--- config.mk ---
export PLATFORM = sky130hd
export DESIGN_NAME = mux_nto1_xor_pipe_flat
export DESIGN_NICKNAME = d
export VERILOG_FILES = /design/src/rtl/mux_nto1_xor_pipe_pkg.sv /design/src/rtl/mux_nto1_xor_pipe_if.sv /design/src/rtl/mux_nto1_xor_pipe_rr_arbiter.sv /design/src/rtl/mux_nto1_xor_pipe.sv /design/src/flat_wrapper.sv
export SDC_FILE = /design/constraint.sdc
export NUM_CORES = 1
export LEC_CHECK = 0
export CAP_MARGIN = 20
export CORE_UTILIZATION = 45
export DETAILED_ROUTE_END_ITERATION = 6
export PLACE_DENSITY = 0.93
export SLEW_MARGIN = 15
export SYNTH_ARGS = -nofsm -noshare
export SYNTH_HDL_FRONTEND = slang
export SYNTH_HIERARCHICAL = 1
export SYNTH_SLANG_ARGS = --single-unit
--- constraint.sdc ---
create_clock -name clk -period 4.45 [get_ports clk]
set_input_delay 0.89 -clock clk [delete_from_list [all_inputs] [get_ports clk]]
set_output_delay 0.89 -clock clk [all_outputs]
set_load 0.05 [all_outputs]
--- src/rtl/mux_nto1_xor_pipe_pkg.sv ---
// Shared definitions for the N:1 XOR-invert pipelined mux.
//   MODE_FIXED / MODE_RR : values of the mode input
//   ST_EMPTY / ST_FULL   : output register occupancy encoding
//   next_idx(idx, n)     : wrap-around increment of a channel index
package mux_xor_pkg;

    localparam logic MODE_FIXED = 1'b0;
    localparam logic MODE_RR    = 1'b1;

    localparam logic [0:0] ST_EMPTY = 1'b0;
    localparam logic [0:0] ST_FULL  = 1'b1;

    function automatic int next_idx(input int idx, input int n);
        int r;
        if (idx >= n - 32'sd1) begin
            r = 32'sd0;
        end else begin
            r = idx + 32'sd1;
        end
        return r;
    endfunction

endpackage

--- src/rtl/mux_nto1_xor_pipe_if.sv ---
// Bus bundle for mux_nto1_xor_pipe.
//   in_data/in_valid/in_ready : NUM_CH producer channels (ch k at [k*WIDTH +: WIDTH])
//   mode/sel/inv              : arbitration mode, fixed channel select, invert enable
//   out_data/out_ch/out_valid/out_ready : single registered consumer port
//   out_parity                : even parity of out_data (only with PARITY_EN)
// Modports: master = producer/consumer side, slave = the mux.
interface mux_nto1_xor_pipe_if #(
    parameter int WIDTH  = 8,
    parameter int NUM_CH = 4
);
    localparam int SELW = $clog2(NUM_CH);

    logic [NUM_CH*WIDTH-1:0] in_data;
    logic [NUM_CH-1:0]       in_valid;
    logic [NUM_CH-1:0]       in_ready;
    logic                    mode;
    logic [SELW-1:0]         sel;
    logic                    inv;
    logic [WIDTH-1:0]        out_data;
    logic [SELW-1:0]         out_ch;
    logic                    out_valid;
    logic                    out_ready;
`ifdef PARITY_EN
    logic                    out_parity;
`endif

    modport master (
        output in_data, in_valid, mode, sel, inv, out_ready,
        input  in_ready, out_data, out_ch, out_valid
`ifdef PARITY_EN
        , input out_parity
`endif
    );

    modport slave (
        input  in_data, in_valid, mode, sel, inv, out_ready,
        output in_ready, out_data, out_ch, out_valid
`ifdef PARITY_EN
        , output out_parity
`endif
    );

endinterface

--- src/rtl/mux_nto1_xor_pipe_rr_arbiter.sv ---
// Combinational round-robin arbiter.
//   i_req       : per-channel request vector
//   i_ptr       : channel with highest priority this cycle
//   o_grant     : index of first requesting channel at or after i_ptr (wrapping)
//   o_grant_vld : 1 when any channel requests
module rr_arbiter
    import mux_xor_pkg::*;
#(
    parameter int NUM_CH = 4,
    parameter int SELW   = $clog2(NUM_CH)
) (
    input  logic [NUM_CH-1:0] i_req,
    input  logic [SELW-1:0]   i_ptr,
    output logic [SELW-1:0]   o_grant,
    output logic              o_grant_vld
);

    int w_idx;

    // Walk channels from the pointer, wrapping, and take the first request.
    always_comb begin
        o_grant     = {SELW{1'b0}};
        o_grant_vld = 1'b0;
        w_idx       = int'(i_ptr);
        for (int i = 0; i < NUM_CH; i++) begin
            if (!o_grant_vld && (w_idx < NUM_CH) && i_req[w_idx]) begin
                o_grant     = SELW'(w_idx);
                o_grant_vld = 1'b1;
            end else begin
                o_grant_vld = o_grant_vld;
            end
            w_idx = next_idx(w_idx, NUM_CH);
        end
    end

endmodule

--- src/rtl/mux_nto1_xor_pipe.sv ---
// Registered N:1 channel mux with conditional XOR inversion.
// Selects one of NUM_CH valid/ready channels (fixed select or round-robin),
// optionally inverts it, and holds it in a one-entry output register.
//   clk, rst_n : clock, asynchronous active-low reset
//   bus        : mux_nto1_xor_pipe_if.slave (inputs, per-channel ready, output port)
// Optional build macro PARITY_EN adds bus.out_parity = ^out_data, registered with it.
module mux_nto1_xor_pipe
    import mux_xor_pkg::*;
#(
    parameter int WIDTH  = 8,
    parameter int NUM_CH = 4
) (
    input  logic                  clk,
    input  logic                  rst_n,
    mux_nto1_xor_pipe_if.slave    bus
);
    localparam int SELW = $clog2(NUM_CH);

    logic [0:0]       r_state;
    logic [WIDTH-1:0] r_out_data;
    logic [SELW-1:0]  r_out_ch;
    logic [SELW-1:0]  r_rr_ptr;

    logic [SELW-1:0]  w_rr_grant;
    logic             w_rr_vld;
    logic [SELW-1:0]  w_grant;
    logic             w_grant_vld;
    logic             w_can_load;
    logic             w_xfer;
    logic [WIDTH-1:0] w_sel_data;
    logic [WIDTH-1:0] w_xor_data;
    logic [NUM_CH-1:0] w_in_ready;

`ifdef PARITY_EN
    logic r_out_parity;

    function automatic logic calc_parity(input logic [WIDTH-1:0] d);
        return ^d;
    endfunction
`endif

    rr_arbiter #(.NUM_CH(NUM_CH), .SELW(SELW)) u_rr_arbiter (
        .i_req       (bus.in_valid),
        .i_ptr       (r_rr_ptr),
        .o_grant     (w_rr_grant),
        .o_grant_vld (w_rr_vld)
    );

    // Grant selection; fixed mode grants sel even without valid so in_ready tracks it.
    always_comb begin
        if (bus.mode == MODE_RR) begin
            w_grant     = w_rr_grant;
            w_grant_vld = w_rr_vld;
        end else begin
            w_grant     = bus.sel;
            w_grant_vld = (int'(bus.sel) < NUM_CH);
        end
    end

    // Handshake, data select and inversion; ready is forced low while in reset.
    always_comb begin
        w_can_load = (r_state == ST_EMPTY) || bus.out_ready;
        w_in_ready = {NUM_CH{1'b0}};
        w_sel_data = {WIDTH{1'b0}};
        for (int k = 0; k < NUM_CH; k++) begin
            if (w_grant_vld && (w_grant == SELW'(k))) begin
                w_in_ready[k] = w_can_load && rst_n;
                w_sel_data    = bus.in_data[k*WIDTH +: WIDTH];
            end else begin
                w_in_ready[k] = 1'b0;
            end
        end
        w_xfer     = |(w_in_ready & bus.in_valid);
        w_xor_data = w_sel_data ^ {WIDTH{bus.inv}};
    end

    // Output register, occupancy state and round-robin pointer.
    always_ff @(posedge clk or negedge rst_n) begin
        if (!rst_n) begin
            r_state    <= ST_EMPTY;
            r_out_data <= {WIDTH{1'b0}};
            r_out_ch   <= {SELW{1'b0}};
            r_rr_ptr   <= {SELW{1'b0}};
`ifdef PARITY_EN
            r_out_parity <= 1'b0;
`endif
        end else if (w_xfer) begin
            r_state    <= ST_FULL;
            r_out_data <= w_xor_data;
            r_out_ch   <= w_grant;
`ifdef PARITY_EN
            r_out_parity <= calc_parity(w_xor_data);
`endif
            if (bus.mode == MODE_RR) begin
                r_rr_ptr <= SELW'(next_idx(int'(w_grant), NUM_CH));
            end else begin
                r_rr_ptr <= r_rr_ptr;
            end
        end else if (bus.out_ready) begin
            r_state <= ST_EMPTY;
        end else begin
            r_state <= r_state;
        end
    end

    assign bus.in_ready  = w_in_ready;
    assign bus.out_data  = r_out_data;
    assign bus.out_ch    = r_out_ch;
    assign bus.out_valid = (r_state == ST_FULL);
`ifdef PARITY_EN
    assign bus.out_parity = r_out_parity;
`endif

endmodule
--- src/flat_wrapper.sv ---
// flat-port wrapper written by rule: the top's interface ports become plain ports
module mux_nto1_xor_pipe_flat import mux_xor_pkg::*;
#(
    parameter int WIDTH  = 8,
    parameter int NUM_CH = 4
)
  (clk, rst_n, bus_in_data, bus_in_valid, bus_mode, bus_sel, bus_inv, bus_out_ready, bus_in_ready, bus_out_data, bus_out_ch, bus_out_valid);
  mux_nto1_xor_pipe_if #(.WIDTH(WIDTH), .NUM_CH(NUM_CH)) bus_i ();
  input  logic clk;
  input  logic rst_n;
  input wire logic [$bits(bus_i.in_data)-1:0] bus_in_data;
  input wire logic [$bits(bus_i.in_valid)-1:0] bus_in_valid;
  input wire logic [$bits(bus_i.mode)-1:0] bus_mode;
  input wire logic [$bits(bus_i.sel)-1:0] bus_sel;
  input wire logic [$bits(bus_i.inv)-1:0] bus_inv;
  input wire logic [$bits(bus_i.out_ready)-1:0] bus_out_ready;
  output wire logic [$bits(bus_i.in_ready)-1:0] bus_in_ready;
  output wire logic [$bits(bus_i.out_data)-1:0] bus_out_data;
  output wire logic [$bits(bus_i.out_ch)-1:0] bus_out_ch;
  output wire logic [$bits(bus_i.out_valid)-1:0] bus_out_valid;
  assign bus_i.in_data = bus_in_data;
  assign bus_i.in_valid = bus_in_valid;
  assign bus_i.mode = bus_mode;
  assign bus_i.sel = bus_sel;
  assign bus_i.inv = bus_inv;
  assign bus_i.out_ready = bus_out_ready;
  assign bus_in_ready = bus_i.in_ready;
  assign bus_out_data = bus_i.out_data;
  assign bus_out_ch = bus_i.out_ch;
  assign bus_out_valid = bus_i.out_valid;
  mux_nto1_xor_pipe #(.WIDTH(WIDTH), .NUM_CH(NUM_CH)) u_core (.clk(clk), .rst_n(rst_n), .bus(bus_i));
endmodule
==> results of run 1 <==
==> power by group <==
part	switching, W	internal [W]	total, W
clock network	0.0000354	0.0000346	0.0000701
logic	0.000823	0.000565	0.00139
registers	0.0000313	0.000176	0.000208
==> metal layers <==
metal | track usage | vias up | wire (um)
met3 | 0.0192 | 4 | 312
met1 | 0.393 | 825 | 2080
met5 | 0 | - | 0
met4 | 0.0519 | 0 | 31
li1 | - | 866 | -
met2 | 0.396 | 68 | 2160
==> stage by stage <==
stage	utilization	total power [W]	instance area (um^2)	setup WS (ns)	TNS, ns
after global routing	0.721	0.00180	2270	-0.0148	-0.0148
after CTS	0.715	0.00164	2260	0.0613	0
final	0.721	0.00167	2270	0.136	0
after detailed placement	0.707	0.00156	2230	0.0777	0
after floorplan	-	0.00119	1550	0.0159	0
after global placement	0.707	0.00154	2230	0.122	0
==> layout by cell type, fill, tap and decap left out, types with 5 or more instances in the layout <==
cell / netlist / final
a2111o_1: 7 / 7
nand4_1: 7 / 7
nor2_1: 6 / 5
inv_1: 7 / 7
buf_4: 3 / 16
nand3b_1: 8 / 8
nand2_1: 26 / 26
nand3_1: 13 / 13
clkdlybuf4s50_1: 0 / 52
dfrtp_1: 13 / 13
o21ai_0: 8 / 8
a211o_1: 8 / 8
mux2i_1: 6 / 5
nor2b_1: 9 / 9
a21oi_1: 11 / 11
==> worst min path at each step <==
stage | end | depth (start not counted) | slack, ns | startpoint
after detailed placement | u_core/bus.out_data[7]$_DFFE_PN0P_ | 2 | 0.48 | u_core/bus.out_data[7]$_DFFE_PN0P_
after CTS | u_core/bus.out_data[5]$_DFFE_PN0P_ | 2 | 0.50 | u_core/bus.out_data[5]$_DFFE_PN0P_
after global placement | u_core/bus.out_data[4]$_DFFE_PN0P_ | 2 | 0.47 | u_core/bus.out_data[4]$_DFFE_PN0P_
after floorplan | u_core/r_rr_ptr[0]$_DFFE_PN0P_ | 1 | 0.53 | u_core/r_rr_ptr[0]$_DFFE_PN0P_
final | u_core/bus.out_data[5]$_DFFE_PN0P_ | 2 | 0.49 | u_core/bus.out_data[5]$_DFFE_PN0P_
after global routing | u_core/bus.out_data[5]$_DFFE_PN0P_ | 2 | 0.51 | u_core/bus.out_data[5]$_DFFE_PN0P_
==> critical path, delay by kind of cell <==
family          cells  cell delay (ns)
mux                 2             0.90
compound gates      2             0.34
fa+ha+maj           1             0.22
buf+inv             3             0.77
simple gates        2             0.30
==> final cells by class <==
type,instances,area (um^2)
multi-input cells,158,1110
fillers,256,880
repair buffers,73,733
flip-flops and latches,13,325
well taps,44,55.1
clock buffers,4,26.3
inverters,7,26.3
==> kinds of logic after synthesis <==
group	Yosys count	synth area share
AO/OA/AOI/OAI	56	0.277
adder cells (fa/ha/maj)	5	0.0404
buffers and inverters	25	0.0856
flip-flops	13	0.210
multiplexers	9	0.0678
AND/OR/NAND/NOR	88	0.320
==> state kept, by name (all words and copies together), names as in the netlist <==
register / count
u_core/bus.out_data: 8
u_core/bus.out_valid: 1
u_core/bus.out_ch: 2
u_core/r_rr_ptr: 2
==> timing repair <==
action                                  CTS  global route
gates resized for setup                   0             5
hold endpoints to repair                  0             0
endpoints found under the setup margin    0             4
==> summary.txt, run 1 <==
Global route
  – Via count of the first global-routing pass: 1530
  – Initial antenna violation count: 0
  – Gr usage total: 0.256
  – Largest net degree at the start of global routing: 20
  – First-pass GRT wire length: 7190 um
  – Overflow after GRT: 0

Timing
  – Post-layout minimum cycle time: 4.31 ns
  – Count of final setup violators: 0
  – Hold Slack: 0.492 ns
  – Fmax: 232 MHz
  – Clk_skew: 0.0109 ns
  – Slew at the pin closest to its max-slew limit: 0.515 ns
  – Hold Fails Final Rpt: 0
  – Max Slew Vio Count: 0
  – Fin crit share: 0.969
  – Max transition margin: 0.656

Clock network
  – Setup Buffers After CTS: 0
  – Clock slew at reported path FFs: 0.08 ns
  – Inserted Clock Buffers: 3
  – CTS tree: built
  – Clock sinks: 13
  – # hold bufs at CTS: 0
  – Root Driver: clkbuf_4
  – CTS max path bufs: 2
  – H-tree depth: 1
  – Worst skew pair latency: 0.27 ns

Synthesis
  – Yosys top cell area share: 0.210
  – Post-synth EDFFs: 0
  – Number of synthesized register bits: 13
  – Number of distinct library cells after synthesis: 47
  – Register area share after synthesis: 0.210
  – Post-synthesis cell area: 1550 um^2
  – Synth Warn #: 6
  – Ranking of synthesized cells by area: dfrtp_1, nand2_1, a2111o_1, a211o_1, nand3_1
  – Mapped Cells: 196
  – Count leader, synth: nand2_1
  – Syn nets: 244
  – Main synth FF type: dfrtp_1
  – Synth cell count leaders: nand2_1, dfrtp_1, nand3_1
  – Post-synth ARST share: 1.00
  – Leading area contributor after synthesis: dfrtp_1
  – Syn avg cell area: 7.91 um^2

Power
  – Pwr dens: 733 nW/um^2
  – Peak VDD IR: 551 uV
  – Static Leakage: 0.942 nW

Route
  – DRT iter0 DRCs: 112
  – Antenna Nets Post-Route: 0
  – Via Count: 1763
  – Routed WL: 4580 um
  – Drt wl/cell: 15.3 um
  – DR vias/cell: 5.90
  – Residual DRC: 0
  – First-pass DRT Iterations: 4

Status
  – Status: completed

Worst setup path
  – RR Startpoint: u_core/r_rr_ptr[0]$_DFFE_PN0P_
  – Startpoint class of the critical path: input pin
  – Worst path max stage delay: 0.59 ns
  – Slowest stage cell, crit path: mux4_2
  – Worst Path Required: 3.56 ns
  – CP max FO: 6
  – Reg2Reg Setup Slack: 0.62 ns
  – CP Data Arrival Time: 3.42 ns
  – Worst R2R Path Depth: 14
  – Crit-path cells: clkdlybuf4s50_1 -> mux4_2 -> nor2_1 -> o31ai_1 -> a32o_1 -> mux2i_1 -> inv_1 -> ha_1 -> and2_1 -> buf_12
  – Crit path capture type: output pin
  – CP endpoint: bus_in_ready[2]
  – R2r endpoint: u_core/bus.out_data[2]$_DFFE_PN0P_
  – Setup Crit Path Kind: input pin to output pin
  – Critical path startpoint: bus_in_valid[2]

Flow run
  – # Max-Cap Violations: 0

Cells and area
  – Non-Filler Instances: 299
  – Nets: 304
  – Layout cell share with drive strength beyond 1: 0.149
  – Area growth syn-to-layout: 46.7%
  – ANT cells: 0

Placement
  – Placed Instances: 295
  – Gpl congestion: 0.910
  – Port-buffer cells: 57
  – DP HPWL: 3520 um

Worst hold path
  – Hold WC Path Type: flip-flop to flip-flop

Floorplan
  – Chip width: 60.7 um
  – Die area: 3680 um^2
  – Core area: 3150 um^2
  – Die height: 60.7 um
  – Initial Utilization: 0.492
  – I/O Pins: 58
  – Row Count: 20
Note: power is estimated with default switching activity, not from simulation.
==> run 2, diff against run 1 <==
--- a/config.mk
+++ b/config.mk
@@ -6,11 +6,10 @@
 export NUM_CORES = 1
 export LEC_CHECK = 0
 export CAP_MARGIN = 20
-export CORE_UTILIZATION = 45
+export CORE_UTILIZATION = 43
 export DETAILED_ROUTE_END_ITERATION = 6
 export PLACE_DENSITY = 0.93
 export SLEW_MARGIN = 15
 export SYNTH_ARGS = -nofsm -noshare
 export SYNTH_HDL_FRONTEND = slang
-export SYNTH_HIERARCHICAL = 1
 export SYNTH_SLANG_ARGS = --single-unit
==> constraint.sdc (replaced) <==
create_clock -name clk -period 4.45 [get_ports clk]
set_input_delay 1.335 -clock clk [delete_from_list [all_inputs] [get_ports clk]]
set_output_delay 1.335 -clock clk [all_outputs]
set_load 0.05 [all_outputs]
==> summary.txt, run 2 <==
Status
  – Status: finished with violations
  – Failing checks: setup timing

Route
  – DRT iter0 DRCs: 93
  – First-pass DRT Iterations: 4
  – Antenna Nets Post-Route: 0
  – Routed WL: 4970 um
  – Via Count: 1597
  – Drt wl/cell: 17.5 um
  – DR vias/cell: 5.62
  – Residual DRC: 0

Timing
  – RSZ-0062 raised after global routing: yes
  – Post-layout minimum cycle time: 4.51 ns
  – Fmax: 221 MHz
  – PnR worst setup slack: -0.0648 ns
  – Count of final setup violators: 4
  – Clk_skew: 0.00404 ns
  – Max transition margin: 0.653
  – Hold Fails Final Rpt: 0
  – Fin crit share: 1.01
  – Max Slew Vio Count: 0
  – Slew at the pin closest to its max-slew limit: 0.519 ns
  – Final setup TNS: -0.194 ns

Cells and area
  – Nets: 289
  – FILL cells: 169
  – Area growth syn-to-layout: 77.6%
  – Most common cell after layout, fill and taps aside: clkdlybuf4s50_1
  – Commonest cells after routing, fill and taps aside: clkdlybuf4s50_1, buf_4, dfrtp_1
  – ANT cells: 0
  – Layout cell share with drive strength beyond 1: 0.375
  – Non-Filler Instances: 284
  – Largest register FFs: 8

Power
  – Peak VDD IR: 510 uV
  – Design Power: 0.00199 W
  – Switching share of power: 0.485
  – Static Leakage: 1.08 nW
  – Int Power: 0.00103 W
  – Pwr dens: 822 nW/um^2
  – Clock Power Share: 0.036
  – Sw power: 0.000966 W
  – Share of power burned in registers: 0.110
  – Combinational power share: 0.854

Synthesis
  – Synth cell count leaders: a21oi_1, dfrtp_1, a22oi_1
  – Leading area contributor after synthesis: dfrtp_1
  – Main synth FF type: dfrtp_1
  – Post-synth EDFFs: 0
  – Syn nets: 195
  – Ranking of synthesized cells by area: dfrtp_1, mux2_4, xor2_1, a22oi_1, a21oi_1
  – Mapped Cells: 147
  – Post-synth ARST share: 1.00
  – Number of distinct library cells after synthesis: 44
  – Register area share after synthesis: 0.238
  – Syn avg cell area: 9.29 um^2
  – Synth Warn #: 0
  – Number of synthesized register bits: 13
  – Post-synthesis cell area: 1370 um^2
  – Yosys top cell area share: 0.238

Clock network
  – Clock slew at reported path FFs: 0.07 ns
  – Worst skew pair latency: 0.28 ns
  – # hold bufs at CTS: 0
  – Inserted Clock Buffers: 3
  – Root Driver: clkbuf_4
  – Clock sinks: 13
  – CTS max path bufs: 2
  – H-tree depth: 1
  – CTS tree: built

Global route
  – Initial antenna violation count: 0
  – Via count of the first global-routing pass: 1497
  – First-pass GRT wire length: 7280 um
  – Largest net degree at the start of global routing: 19
  – Gr usage total: 0.285
  – Overflow after GRT: 0

Worst setup path
  – CP Data Arrival Time: 3.18 ns
  – Crit path capture type: output pin
  – Worst Path Required: 3.12 ns
  – Slowest stage cell, crit path: o31a_1
  – Crit-path cells: buf_8 -> mux2_4 -> o31a_1 -> buf_4 -> a221oi_4 -> mux2_4 -> buf_6 -> ha_4 -> and2_4 -> buf_12
  – Worst path max stage delay: 0.31 ns
  – Crit path top cell by count: mux2_4
  – Setup Crit Path Kind: input pin to output pin
  – CP max FO: 6
  – Startpoint class of the critical path: input pin

Placement
  – Place WS: -0.606 ns
  – Placed Instances: 270
  – DP HPWL: 3370 um
  – Gpl congestion: 0.904
  – Port-buffer cells: 57

Floorplan
  – Chip width: 58.3 um
  – Initial Utilization: 0.451
  – Die height: 58.3 um
  – Row Count: 20
  – Core area: 3030 um^2
  – I/O Pins: 58
  – Die area: 3400 um^2

Worst hold path
  – Hold WC Path Type: flip-flop to flip-flop

Flow run
  – # Max-Cap Violations: 0
[run 2: area by class of cell]
| cell class | instances | area (um^2) | share of cell area |
|---|---|---|---|
| Clock buffer | 4 | 26.3 | 0.0108 |
| Inverter | 8 | 30.0 | 0.0124 |
| Multi-Input combinational cell | 116 | 1060 | 0.436 |
| Sequential cell | 13 | 325 | 0.134 |
| Tap cell | 44 | 55.1 | 0.0227 |
| Timing Repair Buffer | 99 | 931 | 0.384 |
[run 2: worst max-delay path: cells and delay by family]
family          cells  cell delay [ns]
compound gates      2             0.59
mux                 2             0.47
buf+inv             4             0.51
simple gates        1             0.14
fa+ha+maj           1             0.13
[run 2: power by group through the flow]
stage | clock network, W | logic (W) | registers, W
after floorplan | 0 | 0.000810 | 0.000390
after global placement | 0 | 0.00138 | 0.000217
after detailed placement | 0 | 0.00143 | 0.000221
after CTS | 0.0000723 | 0.00157 | 0.000219
after global routing | 0.0000748 | 0.00181 | 0.000225
final | 0.0000713 | 0.00170 | 0.000219
[run 2: cell families (layout without fill, tap and decap cells)]
family	after synthesis	count (layout)	synth area share
AOI/OAI and AO/OA	47	47	0.256
and+or+nand+nor	36	36	0.142
muxes	19	19	0.185
buffers and inverters	18	111	0.0752
DFF	13	13	0.238
xor gates and xnor gates	9	9	0.0577
adders and majority gates	5	5	0.0458
[run 2: timing repair]
action                     CTS  global route
setup endpoints to repair   11             9
gates resized for setup     43             6
pin swaps                    6             5
setup buffers                8             2
[run 2: per-layer routing]
metal | vias to the layer above | global-route usage | wire, um | part of all wire
met5 | - | 0 | 0 | 0
met4 | 0 | 0.133 | 243 | 0.049
met3 | 20 | 0.0110 | 246 | 0.050
met2 | 81 | 0.506 | 2550 | 0.51
met1 | 768 | 0.358 | 1930 | 0.39
li1 | 728 | - | - | -
[run 2: path summary, 6_finish.rpt]
check	endpoint	depth (start not counted)	startpoint	slack [ns]
max in group asynchronous	u_core.bus.out_data[2]$_DFFE_PN0P_	2	rst_n	2.90
min in group asynchronous	u_core.r_rr_ptr[0]$_DFFE_PN0P_	2	rst_n	1.39
setup reg to reg	u_core.bus.out_data[1]$_DFFE_PN0P_	15	u_core.r_rr_ptr[0]$_DFFE_PN0P_	0.28
hold / removal	u_core.bus.out_data[6]$_DFFE_PN0P_	1	u_core.bus.out_data[6]$_DFFE_PN0P_	0.52
setup / recovery	bus_in_ready[1]	10	bus_in_valid[0]	-0.06
hold reg to reg	u_core.bus.out_data[6]$_DFFE_PN0P_	1	u_core.bus.out_data[6]$_DFFE_PN0P_	0.52
[run 2: metrics by stage]
stage	hold slack, ns	util	cell area [um^2]
after global routing	0.544	0.801	2420
after global placement	0.480	0.727	2200
final	0.515	0.801	2420
after floorplan	0.709	-	1390
after CTS	0.523	0.780	2360
after detailed placement	0.490	0.727	2200
==> run 3, diff against run 2 <==
--- a/config.mk
+++ b/config.mk
@@ -8,7 +8,10 @@
 export CAP_MARGIN = 20
 export CORE_UTILIZATION = 43
 export DETAILED_ROUTE_END_ITERATION = 6
+export GPL_ROUTABILITY_DRIVEN = 0
+export MAX_ROUTING_LAYER = met4
 export PLACE_DENSITY = 0.93
+export SETUP_SLACK_MARGIN = 0.5
 export SLEW_MARGIN = 15
 export SYNTH_ARGS = -nofsm -noshare
 export SYNTH_HDL_FRONTEND = slang
==> summary.txt, run 3 (same netlist as run 2, synthesis figures left out) <==
Global route
  – Largest net degree at the start of global routing: 19
  – Global-route met3 utilization: 0.0374
  – Overflow after GRT: 0
  – Most used routing layer: met2
  – Via count of the first global-routing pass: 1455
  – Gr usage total: 0.290
  – Initial antenna violation count: 0
  – First-pass GRT wire length: 7110 um
  – Met1 usage: 0.329
  – GRT met2 Usage: 0.511

Power
  – Peak VDD IR: 409 uV
  – Pwr dens: 833 nW/um^2
  – Static Leakage: 1.06 nW

Worst setup path
  – Setup Crit Path Kind: input pin to output pin
  – CP Data Arrival Time: 3.23 ns
  – Startpoint class of the critical path: input pin
  – Crit path capture type: output pin
  – CP max FO: 6
  – Worst Path Required: 3.12 ns
  – Reg2Reg Setup Slack: 0.61 ns

Route
  – Routed WL: 4890 um
  – Antenna Nets Post-Route: 0
  – DRT iter0 DRCs: 70
  – Residual DRC: 0
  – First-pass DRT Iterations: 4
  – DR vias/cell: 5.49
  – Via Count: 1526
  – Drt wl/cell: 17.6 um

Clock network
  – Clock slew at reported path FFs: 0.08 ns
  – Worst skew pair latency: 0.27 ns
  – Root Driver: clkbuf_4
  – CTS max path bufs: 2
  – H-tree depth: 1
  – CTS tree: built
  – Inserted Clock Buffers: 3
  – Clock sinks: 13
  – # hold bufs at CTS: 0

Floorplan
  – Initial Utilization: 0.451
  – I/O Pins: 58
  – Die height: 58.3 um
  – Die area: 3400 um^2
  – Core area: 3030 um^2
  – Chip width: 58.3 um
  – Row Count: 20

Status
  – Status: finished with violations
  – Failing checks: setup timing

Placement
  – Placed Instances: 266
  – Place WS: -0.550 ns
  – Placed cell area: 2200 um^2
  – Port-buffer cells: 57
  – DP HPWL: 3530 um

Timing
  – Fmax: 219 MHz
  – Slew at the pin closest to its max-slew limit: 0.539 ns
  – Fin crit share: 1.03
  – Count of final setup violators: 4
  – Clk_skew: 0.00406 ns
  – Post-layout minimum cycle time: 4.57 ns
  – Hold Slack: 0.506 ns
  – Max Slew Vio Count: 0
  – RSZ-0062 raised after global routing: yes
  – Hold Fails Final Rpt: 0
  – Max transition margin: 0.641
  – PnR worst setup slack: -0.116 ns

Worst hold path
  – Hold WC Path Type: flip-flop to flip-flop

Cells and area
  – ANT cells: 0
  – Most common cell after layout, fill and taps aside: clkdlybuf4s50_1
  – Commonest cells after routing, fill and taps aside: clkdlybuf4s50_1, buf_4, dfrtp_1
  – Largest register FFs: 8
  – Area growth syn-to-layout: 76.5%
  – Nets: 283
  – Final Cell Area: 2410 um^2
  – Layout cell share with drive strength beyond 1: 0.389
  – Non-Filler Instances: 278

Flow run
  – # Max-Cap Violations: 0
[run 3: stage by stage]
step | setup TNS, ns | total power, W | util
2_1_floorplan | 0 | 0.00123 | -
3_3_place_gp | -2.86 | 0.00164 | 0.727
3_5_place_dp | -3.95 | 0.00172 | 0.727
4_1_cts | -0.0935 | 0.00190 | 0.776
5_1_grt | -0.454 | 0.00211 | 0.796
6_report | -0.305 | 0.00201 | 0.796
[run 3: per-layer routing]
metal,wire (um),vias up
met4,155,0
met1,1900,723
met5,0,-
met2,2530,69
met3,307,16
li1,-,718
[run 3: path summary, 6_finish.rpt]
kind	cells after the start	endpoint	from
max in group asynchronous	2	u_core.bus.out_data[7]$_DFFE_PN0P_	rst_n
hold / removal	2	u_core.bus.out_valid$_DFFE_PN0P_	u_core.bus.out_valid$_DFFE_PN0P_
setup reg to reg	15	u_core.bus.out_data[5]$_DFFE_PN0P_	u_core.r_rr_ptr[1]$_DFFE_PN0P_
min in group asynchronous	2	u_core.bus.out_data[2]$_DFFE_PN0P_	rst_n
hold reg to reg	2	u_core.bus.out_valid$_DFFE_PN0P_	u_core.bus.out_valid$_DFFE_PN0P_
setup / recovery	10	bus_in_ready[1]	bus_in_valid[0]
[run 3: where the power goes]
part           total [W]  leakage (nW)  internal (W)  switching (W)
clock          0.0000714        0.0150     0.0000347      0.0000367
combinational    0.00171         0.887      0.000815       0.000898
sequential      0.000223         0.154      0.000181      0.0000422
[run 3: what timing repair did]
action	4_1_cts	5_1_grt
resized for setup	40	9
setup buffers	5	3
setup endpoints to repair	16	10
pin swaps	10	7
[run 3: area by class of cell]
| type | count | area, um^2 |
|---|---|---|
| multi-input combinational | 116 | 1070 |
| timing repair buffer | 93 | 902 |
| fill | 184 | 618 |
| sequential | 13 | 325 |
| tap | 44 | 55.1 |
| inverter | 8 | 32.5 |
| clock buffer | 4 | 26.3 |
[run 3: critical path, stage by stage]
cell and delay [ns]:
buf_8 0.11, mux2_4 0.26, o31a_1 0.30, buf_4 0.15
a221oi_4 0.31, mux2_4 0.25, buf_6 0.11, ha_4 0.13
and2_4 0.15, buf_12 0.13
